--- src/rtl/cfu_cmd_sequencer.sv ---
// cfu_cmd_sequencer: drives a CFU through buffer clear, offset, activation load and per-filter MAC/emit command sequences
module cfu_cmd_sequencer #(
  parameter logic [2:0] FUNCT3_MAC              = 3'd1,
  parameter logic [6:0] FUNCT7_CLEAR            = 7'd1,
  parameter logic [6:0] FUNCT7_SET_OFF          = 7'd2,
  parameter logic [6:0] FUNCT7_SET_INPUT_VALS   = 7'd3,
  parameter logic [6:0] FUNCT7_ON_BUFFER        = 7'd4,
  parameter logic [6:0] FUNCT7_CLEAR_INPUT_VALS = 7'd5
) (
  input  logic        clk,
  input  logic        reset,
  input  logic        start,
  input  logic [31:0] cfg_offset,
  input  logic [8:0]  cfg_num_inputs,
  input  logic [7:0]  cfg_num_filters,
  output logic        busy,
  output logic        done,
  input  logic        act_valid,
  output logic        act_ready,
  input  logic [31:0] act_data,
  input  logic        wgt_valid,
  output logic        wgt_ready,
  input  logic [31:0] wgt_data,
  output logic        res_valid,
  input  logic        res_ready,
  output logic [31:0] res_data,
  output logic        cmd_valid,
  input  logic        cmd_ready,
  output logic [9:0]  cmd_payload_function_id,
  output logic [31:0] cmd_payload_inputs_0,
  output logic [31:0] cmd_payload_inputs_1,
  input  logic        rsp_valid,
  output logic        rsp_ready,
  input  logic [31:0] rsp_payload_outputs_0
);
  typedef enum logic [3:0] {IDLE, CLR_BUF, SET_OFF, LOAD, CLR_ACC, MAC, WAIT_RSP, EMIT, DONE} state_t;
  state_t      state_q, state_d, ret_q, ret_d;
  logic [31:0] off_q, off_d, in0_q, in0_d, in1_q, in1_d, res_data_q, res_data_d;
  logic [8:0]  n_q, n_d, idx_q, idx_d, n_cfg;
  logic [7:0]  f_q, f_d, fidx_q, fidx_d;
  logic [9:0]  fid_q, fid_d;
  logic        busy_q, busy_d, done_q, done_d, cmd_valid_q, cmd_valid_d, res_valid_q, res_valid_d;
  function automatic logic [9:0] fid(input logic [6:0] f7);
    return {f7, FUNCT3_MAC};
  endfunction
  assign n_cfg     = cfg_num_inputs > 9'd256 ? 9'd256 : cfg_num_inputs;
  assign act_ready = state_q == LOAD && !cmd_valid_q;
  assign wgt_ready = state_q == MAC && !cmd_valid_q;
  assign rsp_ready = state_q == WAIT_RSP;
  assign busy      = busy_q;
  assign done      = done_q;
  assign cmd_valid = cmd_valid_q;
  assign cmd_payload_function_id = fid_q;
  assign cmd_payload_inputs_0    = in0_q;
  assign cmd_payload_inputs_1    = in1_q;
  assign res_valid = res_valid_q;
  assign res_data  = res_data_q;
  // next-state: each command state issues one command, waits for its response, then advances
  always_comb begin
    state_d = state_q;
    ret_d = ret_q;
    off_d = off_q;
    n_d = n_q;
    f_d = f_q;
    idx_d = idx_q;
    fidx_d = fidx_q;
    busy_d = busy_q;
    done_d = 1'b0;
    cmd_valid_d = cmd_valid_q;
    fid_d = fid_q;
    in0_d = in0_q;
    in1_d = in1_q;
    res_valid_d = res_valid_q;
    res_data_d = res_data_q;
    case (state_q)
      IDLE: if (start) begin
        off_d = cfg_offset;
        n_d = n_cfg;
        f_d = cfg_num_filters;
        idx_d = '0;
        fidx_d = '0;
        if (n_cfg == '0 || cfg_num_filters == '0) begin
          state_d = DONE;
          done_d = 1'b1;
        end else begin
          state_d = CLR_BUF;
          busy_d = 1'b1;
          cmd_valid_d = 1'b1;
          fid_d = fid(FUNCT7_CLEAR_INPUT_VALS);
          in0_d = '0;
          in1_d = '0;
        end
      end
      CLR_BUF, SET_OFF, LOAD, CLR_ACC, MAC:
        if (cmd_valid_q && cmd_ready) begin
          cmd_valid_d = 1'b0;
          ret_d = state_q;
          state_d = WAIT_RSP;
        end else if ((act_ready && act_valid) || (wgt_ready && wgt_valid)) begin
          cmd_valid_d = 1'b1;
          fid_d = act_ready ? fid(FUNCT7_SET_INPUT_VALS) : fid(FUNCT7_ON_BUFFER);
          in0_d = act_ready ? act_data : wgt_data;
          in1_d = '0;
        end
      WAIT_RSP: if (rsp_valid) begin
        case (ret_q)
          CLR_BUF: begin
            state_d = SET_OFF;
            cmd_valid_d = 1'b1;
            fid_d = fid(FUNCT7_SET_OFF);
            in0_d = off_q;
            in1_d = '0;
          end
          SET_OFF: begin
            state_d = LOAD;
            idx_d = '0;
          end
          LOAD: if (idx_q == n_q - 9'd1) begin
            state_d = CLR_ACC;
            fidx_d = '0;
            cmd_valid_d = 1'b1;
            fid_d = fid(FUNCT7_CLEAR);
            in0_d = '0;
            in1_d = '0;
          end else begin
            state_d = LOAD;
            idx_d = idx_q + 9'd1;
          end
          CLR_ACC: begin
            state_d = MAC;
            idx_d = '0;
          end
          default: if (idx_q == n_q - 9'd1) begin
            state_d = EMIT;
            res_valid_d = 1'b1;
            res_data_d = rsp_payload_outputs_0;
          end else begin
            state_d = MAC;
            idx_d = idx_q + 9'd1;
          end
        endcase
      end
      EMIT: if (res_ready) begin
        res_valid_d = 1'b0;
        if (fidx_q == f_q - 8'd1) begin
          state_d = DONE;
          done_d = 1'b1;
          busy_d = 1'b0;
        end else begin
          state_d = CLR_ACC;
          fidx_d = fidx_q + 8'd1;
          cmd_valid_d = 1'b1;
          fid_d = fid(FUNCT7_CLEAR);
          in0_d = '0;
          in1_d = '0;
        end
      end
      DONE: state_d = IDLE;
      default: state_d = IDLE;
    endcase
  end
  // state and registered outputs; reset aborts any job, including a pending command
  always_ff @(posedge clk or posedge reset) begin
    if (reset) begin
      state_q <= IDLE;
      ret_q <= IDLE;
      off_q <= '0;
      n_q <= '0;
      f_q <= '0;
      idx_q <= '0;
      fidx_q <= '0;
      busy_q <= 1'b0;
      done_q <= 1'b0;
      cmd_valid_q <= 1'b0;
      fid_q <= '0;
      in0_q <= '0;
      in1_q <= '0;
      res_valid_q <= 1'b0;
      res_data_q <= '0;
    end else begin
      state_q <= state_d;
      ret_q <= ret_d;
      off_q <= off_d;
      n_q <= n_d;
      f_q <= f_d;
      idx_q <= idx_d;
      fidx_q <= fidx_d;
      busy_q <= busy_d;
      done_q <= done_d;
      cmd_valid_q <= cmd_valid_d;
      fid_q <= fid_d;
      in0_q <= in0_d;
      in1_q <= in1_d;
      res_valid_q <= res_valid_d;
      res_data_q <= res_data_d;
    end
  end
endmodule

--- config.mk ---
export PLATFORM = sky130hd
export DESIGN_NAME = cfu_cmd_sequencer
export DESIGN_NICKNAME = d
export VERILOG_FILES = /design/src/rtl/cfu_cmd_sequencer.sv
export SDC_FILE = /design/constraint.sdc
export NUM_CORES = 1
export LEC_CHECK = 0
export CORE_UTILIZATION = 42
export DETAILED_ROUTE_END_ITERATION = 10
export PLACE_DENSITY_LB_ADDON = 0.3
export SYNTH_ARGS = -nofsm -noshare
export SYNTH_HDL_FRONTEND = slang
export SYNTH_SLANG_ARGS = --single-unit
export TNS_END_PERCENT = 30
--- constraint.sdc ---
create_clock -name clk -period 5.1 [get_ports clk]
set_input_delay 1.02 -clock clk [delete_from_list [all_inputs] [get_ports clk]]
set_output_delay 1.02 -clock clk [all_outputs]
set_load 0.01 [all_outputs]
# Word level (Yosys, flattened, before mapping)
# Index checks and enable logic that the tools add are counted.
[word_totals]
ramBits = 0
regBits = 184
memories = 0
latch_bits = 0
romBits = 0
input_bits = 153
[op_classes]
n_mul = 0
mux = 72
shifts = 0
n_addsub = 4
magnitude_cmp = 1
n_eq_ne = 30
n_reduce_logical = 29
n_div = 0
bitwise_logic = 1
[ops]
columns = ["operator", "count"]
rows = [
  ["two-way mux 32 bit", 12],
  ["case mux 32 bit (4 select lines)", 2],
  ["case mux 32 bit (2 select lines)", 2],
  ["two-way mux 10 bit", 8],
  ["two-way mux 8 bit", 6],
  ["case mux 10 bit (4 select lines)", 1],
  ["two-way mux 9 bit", 4],
  ["case mux 9 bit (2 select lines)", 2],
  ["two-way mux 4 bit", 6],
  ["case mux 8 bit (3 select lines)", 1],
  ["inequality test 2 bit (second input constant)", 11],
  ["equality test 4 x 3 -> 1 bit (second input constant)", 5],
  ["case mux 10 bit (2 select lines)", 1],
  ["two-way mux 1 bit", 17],
  ["equality test 4 x 2 -> 1 bit (second input constant)", 4],
  ["case mux 4 bit (4 select lines)", 1],
  ["AND reduction 5 bit", 3],
  ["case mux 3 bit (4 select lines)", 1],
  ["AND reduction 10 bit", 1],
  ["adder 9 x 1 -> 9 bit (second input constant)", 1],
  ["equality test 9 bit", 1],
  ["> comparator 9 bit (second input constant)", 1],
  ["zero test 9 bit", 1],
  ["inequality test 3 bit (second input constant)", 3],
  ["28 further kinds", 42],
]

# Depth between registers and ports, before layout
# Gate-level depths: netlist (run 1).
[logic_depth]
word_depth = 7
ltp_mapped = 12
ltp_nobuf = 9

# Worst setup path after synthesis (run 1)
# No wires, ideal clock.
[synth_timing]
kind = "input -> register"
from = "input port start"
to = "register in0_q[14] (netlist: cmd_payload_inputs_0[14])"
path_slack_ps = 2340
n_path_buf = 2
setup_time_ps = 125
required_ps = 4975
stages = 9
arrival_ps = 2635
path_cell_list = "or4_1 -> a21oi_1 -> inv_1 -> o21ai_0 -> a2111oi_0 -> nand3b_1 -> buf_6 -> buf_6 -> mux2_2"
[synth_between]
elab_chain_len = 2
[synth_lines]
columns = ["element", "line_no", "rtl"]
rows = [
  ["start: declaration", "12", "input logic start,"],
  ["inequality test 2 bit (no source line)", "-", ""],
  ["AND reduction 10 bit (no source line)", "-", ""],
  ["end signal: assignment", "192", "in0_q <= in0_d;"],
  ["end: declaration", "38", "logic [31:0] off_q, off_d, in0_q, in0_d, in1_q, in1_d, res_data_q, res_data_d;"],
]
# Every way passes these cells.
# A chain may end at the register's enable or synchronous reset.

# Worst setup path after layout (run 1)
[layout_timing]
from = "register state_q[1]"
to = "output port act_ready"
[layout_between]
elab_chain_len = 2
[layout_lines]
columns = ["element", "line_no", "rtl"]
rows = [
  ["start: declaration", "37", "state_t state_q, state_d, ret_q, ret_d;"],
  ["start signal: assignment", "181", "state_q <= state_d;"],
  ["equality test 4 x 2 -> 1 bit", "47", "assign act_ready = state_q == LOAD && !cmd_valid_q;"],
  ["logical AND 1 bit", "47", ""],
  ["end: declaration", "19", "output logic act_ready,"],
]
# Every way passes these cells.

==> results.toml, run 1 <==
[status]
status = "finished, violations left"
violations = "DRC"

[sta]
hold_viol = 0
rsz0062_at_grt = "false"
min_period_ns = 3.93
report.final.slew_viol_count = 0
finalCritPeriodShare = 0.771
tightestPinTransition_ns = 0.837
finalSetupViolations = 0
fmax_ghz = 0.254
slew_headroom = 0.442
setup-tns-final_ns = 0
clock_skew_ns = 0.0142

[clocking]
hold_buffers = 0
clockRootBuffer = "clkbuf_16"
cts_buffers = 17
clkSinkCount = 146
clk_pin_slew_ns = 0.06
cts_tree = "done"
clock_path_buffers = 2
insertion_delay_ns = 0.43
cts_resized = 0
cts_setup_buffers = 0
h-tree-depth = 4

[synth]
async_reset_ff_frac = 1.00
ys_ff_latch = 146
synth-edff-count = 0
syn_area_um2 = 7780
avgSynthCellArea_um2 = 10.0
ys_warn_count = 0
ys_types = 72
synthesis.instances = 778
synthFlopType = "dfrtp_1"
yosysSeqAreaShare = 0.469

[layout]
fin_nets = 1151
fillers = 1545
multi_input_area_um2 = 3720
n_antenna_cell = 0
area_growth_syn_to_layout_pct = 37.5
drive_gt1_frac = 0.135
register_area_um2 = 3650

[global_route]
grt_usage = 0.225
grt_max_degree = 93
antenna_found_initial = 0
overflow = 0
grt_pass1_wl_um = 34000
grt_pass1_vias = 6518

[power_and_ir_drop]
peakVddDrop_mv = 0.291
power.total_uw = 5890
power_density_nw_per_um2 = 550
p_leak_uw = 0.00482

[die]
die_x_um = 138
chipHeight_um = 138
die_area_um2 = 19100
coreArea_um2 = 18100
std_cell_rows = 49
io_pins = 266
initial_utilization = 0.430

[routing]
via_count = 6534
post_drt_wl_per_cell_um = 17.0
final_antenna_net_count = 0
drc_errors = 28
first_pass_iters = 8
vias_per_cell = 5.29
drtIter0Drc = 409
wirelength_um = 21000

[worst_setup_path]
r2r_cells = 10
worstPathArrival_ns = 2.91
crit_path_end_kind = "output pin"
r2r-end = "cmd_payload_inputs_0[26]"
crit_required_ns = 4.08
regToRegStartpoint = "f_q[0]"
worstSetupPathType = "reg2out"
r2r_setup_slack_ns = 1.78
cp_max_fo = 34
start_kind = "register"

[min_path]
worstHoldPathType = "reg2reg"
hold_depth = 1
min_from = "cmd_payload_function_id[0]"
holdPathEnd = "cmd_payload_function_id[0]"

[flow_run]
max_cap_violations = 0

[placed_design]
io_buffers = 227
gp_congestion = 0.804
hpwlAfterDp_um = 14500
[worst max-delay path by stage]
stage	slack (ns)	start	end
after CTS	1.14	state_q[3]	act_ready
final	1.17	state_q[1]	act_ready
after global placement	1.40	cfg_num_inputs[8]	cmd_payload_inputs_0[5]
after global routing	0.99	state_q[0]	act_ready
after detailed placement	1.34	cfg_num_inputs[8]	cmd_payload_inputs_0[5]
after floorplan	0.16	reset	busy
[synth_stat cells (all sizes together) (9+ instances only)]
master    n  area, µm²
nand2b   12       75.1
nand2   183        687
a32oi    32        280
o21ai    40        200
xnor2    11       96.3
clkbuf   30        114
xor2      9       78.8
dfrtp   146       3650
nor2     23       86.3
nor3     10       50.1
a21boi    9       67.6
inv      17       63.8
mux2     77        897
buf      49        383
a21oi    17       85.1
or3      11       73.8
[state kept, by name (all words and copies together), names as in the netlist]
name and flops:
cmd_payload_function_id 4, done 1, cmd_payload_inputs_0 32, off_q 32
ret_q 4, res_data 32, idx_q 9, cmd_valid 1
res_valid 1, n_q 9, fidx_q 8, busy 1
state_q 4, f_q 8
[report_power, final]
group          leakage (µW)  switching, µW  internal [µW]  total [µW]
clock              0.000289            522            778        1300
sequential          0.00188            325           1570        1900
combinational       0.00265           1360           1340        2700
total               0.00482           2200           3690        5890
[area by class of cell]
cell class                      instances  area share
Clock inverter                         14      0.0169
Tap cell                              229      0.0268
Sequential cell                       146       0.341
Multi-Input combinational cell        572       0.347
Timing Repair Buffer                  239       0.221
Inverter                               18     0.00678
Clock buffer                           18      0.0401
[per-layer routing]
layer | global-route usage | wire length, µm | share of wire | vias to the layer above
li1 | - | - | - | 3101
met1 | 0.286 | 9230 | 0.44 | 3153
met2 | 0.362 | 9760 | 0.46 | 246
met3 | 0.0630 | 1480 | 0.070 | 34
met4 | 0.0911 | 557 | 0.026 | 0
met5 | 0 | 0 | 0 | -
[cell families (layout without fill, tap and decap cells)]
logic type	after synthesis	count (layout)	synth area share
compound gates	143	143	0.138
xor+xnor	22	22	0.0283
fa+ha+maj	4	4	0.00643
buf+inv	97	289	0.0725
flops	146	146	0.469
mux	80	80	0.119
other cells	1	38	0.000482
simple gates	285	285	0.166
[worst max-delay path, stage by stage (launching register included)]
cell             delay [ns]
dfrtp_1                0.58
nand2b_1               0.11
or3_1                  0.35
buf_4                  0.27
inv_2                  0.20
buf_4                  0.34
clkdlybuf4s50_1        0.60
[metrics by stage]
step	cell area (µm²)	utilization	setup WS, ns	cells	hold WS, ns
2_1_floorplan	7920	-	0.157	815	0.446
3_3_place_gp	10100	0.558	1.40	1204	0.452
3_5_place_dp	10100	0.558	1.34	1204	0.455
4_1_cts	10700	0.592	1.14	1236	0.473
5_1_grt	10700	0.592	0.994	1236	0.491
6_report	10700	0.592	1.17	1236	0.472
[cells in the final DEF (no fill, tap or decap), types with 3 or more instances in the layout]
master,Yosys,layout
clkdlybuf4s50_1,0,227
nand2_1,183,183
dfrtp_1,146,146
mux2_2,67,67
o21ai_0,38,38
conb_1,1,38
a32oi_1,32,32
nor2_1,23,21
clkbuf_16,0,17
a21oi_1,17,16
inv_1,16,15
nand2b_1,12,12
buf_4,38,12
xnor2_1,11,11
nor3_1,10,10
or3_1,10,10
a21boi_0,9,9
xor2_1,9,9
nand3_1,8,8
mux2_4,8,8
nor4_1,7,7
and3_1,6,6
a22o_1,4,4
and2_1,4,4
o211ai_1,4,4
nand4_1,4,4
ha_1,4,4
clkinv_4,0,4
o211a_1,3,3
or4_1,3,3
nand3b_1,3,3
mux2i_1,3,3
o21bai_1,3,3
inv_6,0,3
nor2b_1,3,3
a21o_1,3,3
clkinvlp_4,0,3
bufinv_16,0,3
(Power assumes the default switching activity.)
==> run 2, diff against run 1 <==
- clock period: 5.1 -> 3.2 ns (I/O delays scaled with it)
==> run 2 against run 1 <==
The flow still finishes with violations (DRC). Clock skew increased by 0.0018 ns. Register-to-register slack got worse by 1.6 ns. Die area unchanged. Worst setup slack got worse by 1.0 ns. Worst hold slack improved by 0.0043 ns. Highest routed layer unchanged. First-iteration DRC count decreased by 1.2%. Via count increased by 1.7%. Total power increased by 63%. Final area increased by 1.5%. Routed wire length increased by 0.49%. Combinational power increased by 65%. Final cell count increased by 0.81%. Largest cell class unchanged.
==> results.toml, run 2 (synthesis gave the netlist of run 1 again) <==
[clocking]
clk_pin_slew_ns = 0.06
h-tree-depth = 4
insertion_delay_ns = 0.42
cts_buffers = 17
hold_buffers = 0
clkSinkCount = 146
clock_path_buffers = 2
clockRootBuffer = "clkbuf_16"
cts_tree = "done"

[layout]
register_area_um2 = 3650
fin_util = 0.601
multi_input_area_um2 = 3740
drive_gt1_frac = 0.147
fillers = 1551
finalNonFillerCells = 1246
n_antenna_cell = 0
final_cell_mix = "clkdlybuf4s50_1 (227), nand2_1 (183), dfrtp_1 (145)"
area_growth_syn_to_layout_pct = 39.6
final_common_cell = "clkdlybuf4s50_1"
fin_nets = 1161

[worst_setup_path]
crit_required_ns = 2.56
worstPathArrival_ns = 2.42
start_kind = "register"
cp_max_fo = 13
worstSetupPathType = "reg2out"
cp_cell_sequence = "or3_1 -> clkinv_1 -> clkdlybuf4s50_1"
crit_buf_inv = 2
cp_slowest_stage_delay_ns = 0.61
r2r_setup_slack_ns = 0.15
crit_path_end_kind = "output pin"
regToRegStartpoint = "n_q[2]"
r2r_cells = 8
cp_slowest_cell = "clkdlybuf4s50_1"
r2r-end = "cmd_payload_inputs_0[9]"
cp_top_family = "buffers and inverters"

[die]
die_x_um = 138
io_pins = 266
initial_utilization = 0.430
chipHeight_um = 138
die_area_um2 = 19100
coreArea_um2 = 18100
std_cell_rows = 49

[min_path]
worstHoldPathType = "reg2reg"
holdPathEnd = "off_q[1]"
min_from = "off_q[1]"
hold_depth = 2

[placed_design]
gp_congestion = 0.864
io_buffers = 227
hpwlAfterDp_um = 14600
placed_cells = 1214

[routing]
via_count = 6648
drtIter0Drc = 404
post_drt_wl_per_cell_um = 17.0
first_pass_iters = 9
wirelength_um = 21100
final_antenna_net_count = 0
vias_per_cell = 5.34
drc_errors = 32

[sta]
report.final.slew_viol_count = 0
setup-tns-final_ns = 0
hold_viol = 0
finalSetupViolations = 0
finalCritPeriodShare = 0.956
rsz0062_at_grt = "false"
min_period_ns = 3.06
slew_headroom = 0.168
fmax_ghz = 0.327
clock_skew_ns = 0.0160
tightestPinTransition_ns = 1.24

[global_route]
grt_usage = 0.229
grt_pass1_wl_um = 34600
overflow = 0
antenna_found_initial = 0
grt_pass1_vias = 6647
grt_max_degree = 69

[power_and_ir_drop]
power_density_nw_per_um2 = 886
p_leak_uw = 0.00490
peakVddDrop_mv = 0.673
power.total_uw = 9630

[status]
status = "finished, violations left"
violations = "DRC"

[flow_run]
max_cap_violations = 0
run 2: cell types whose count changed in the layout (fill, tap and decap cells not counted), sizes merged:
cell	change
buf	+10
clkinv	-2
bufinv	+1
inv	+1
run 2: power breakdown:
part,switching [µW],internal (µW)
Clock,835,1320
Sequential,524,2510
Combinational,2210,2230
Total,3570,6060
run 2: what timing repair did:
item,CTS,global route
setup buffers,0,0
hold endpoints to repair,0,0
endpoints found under the setup margin,0,35
resized for setup,0,3
run 2: area by class of cell:
class | instances | share of cell area
Clock inverter | 14 | 0.0184
Sequential cell | 146 | 0.336
Clock buffer | 18 | 0.0395
Tap cell | 229 | 0.0264
Multi-Input combinational cell | 572 | 0.344
Inverter | 18 | 0.00656
Timing Repair Buffer | 249 | 0.229
run 2: worst max-delay path by stage:
stage / startpoint / to / cells past startpoint
6_report: state_q[0] / rsp_ready / 3
3_3_place_gp: cfg_num_filters[4] / cmd_payload_inputs_0[10] / 8
5_1_grt: n_q[0] / res_data[28] / 9
3_5_place_dp: cfg_num_filters[0] / cmd_payload_inputs_0[30] / 8
2_1_floorplan: n_q[0] / res_data[10] / 9
4_1_cts: state_q[1] / rsp_ready / 4
run 2: metrics by stage:
stage / worst slack (ns) / hold WS, ns / area (µm²)
2_1_floorplan: 0.458 / 0.446 / 7930
3_3_place_gp: 0.175 / 0.449 / 10200
3_5_place_dp: 0.143 / 0.463 / 10200
4_1_cts: 0.0336 / 0.479 / 10900
5_1_grt: 0.0361 / 0.499 / 10900
6_report: 0.139 / 0.476 / 10900
run 2: tightest hold or removal path, stage by stage, from the launching register on:
cell and delay (ns):
dfrtp_1 0.34, nand2_1 0.05, nand2_1 0.05
run 2: per-layer routing:
layer  up-vias  part of all wire  global-route usage
li1       3128                 -                   -
met1      3213              0.42               0.287
met2       269              0.48               0.371
met3        38             0.072              0.0634
met4         0             0.029              0.0993
met5         -                 0                   0
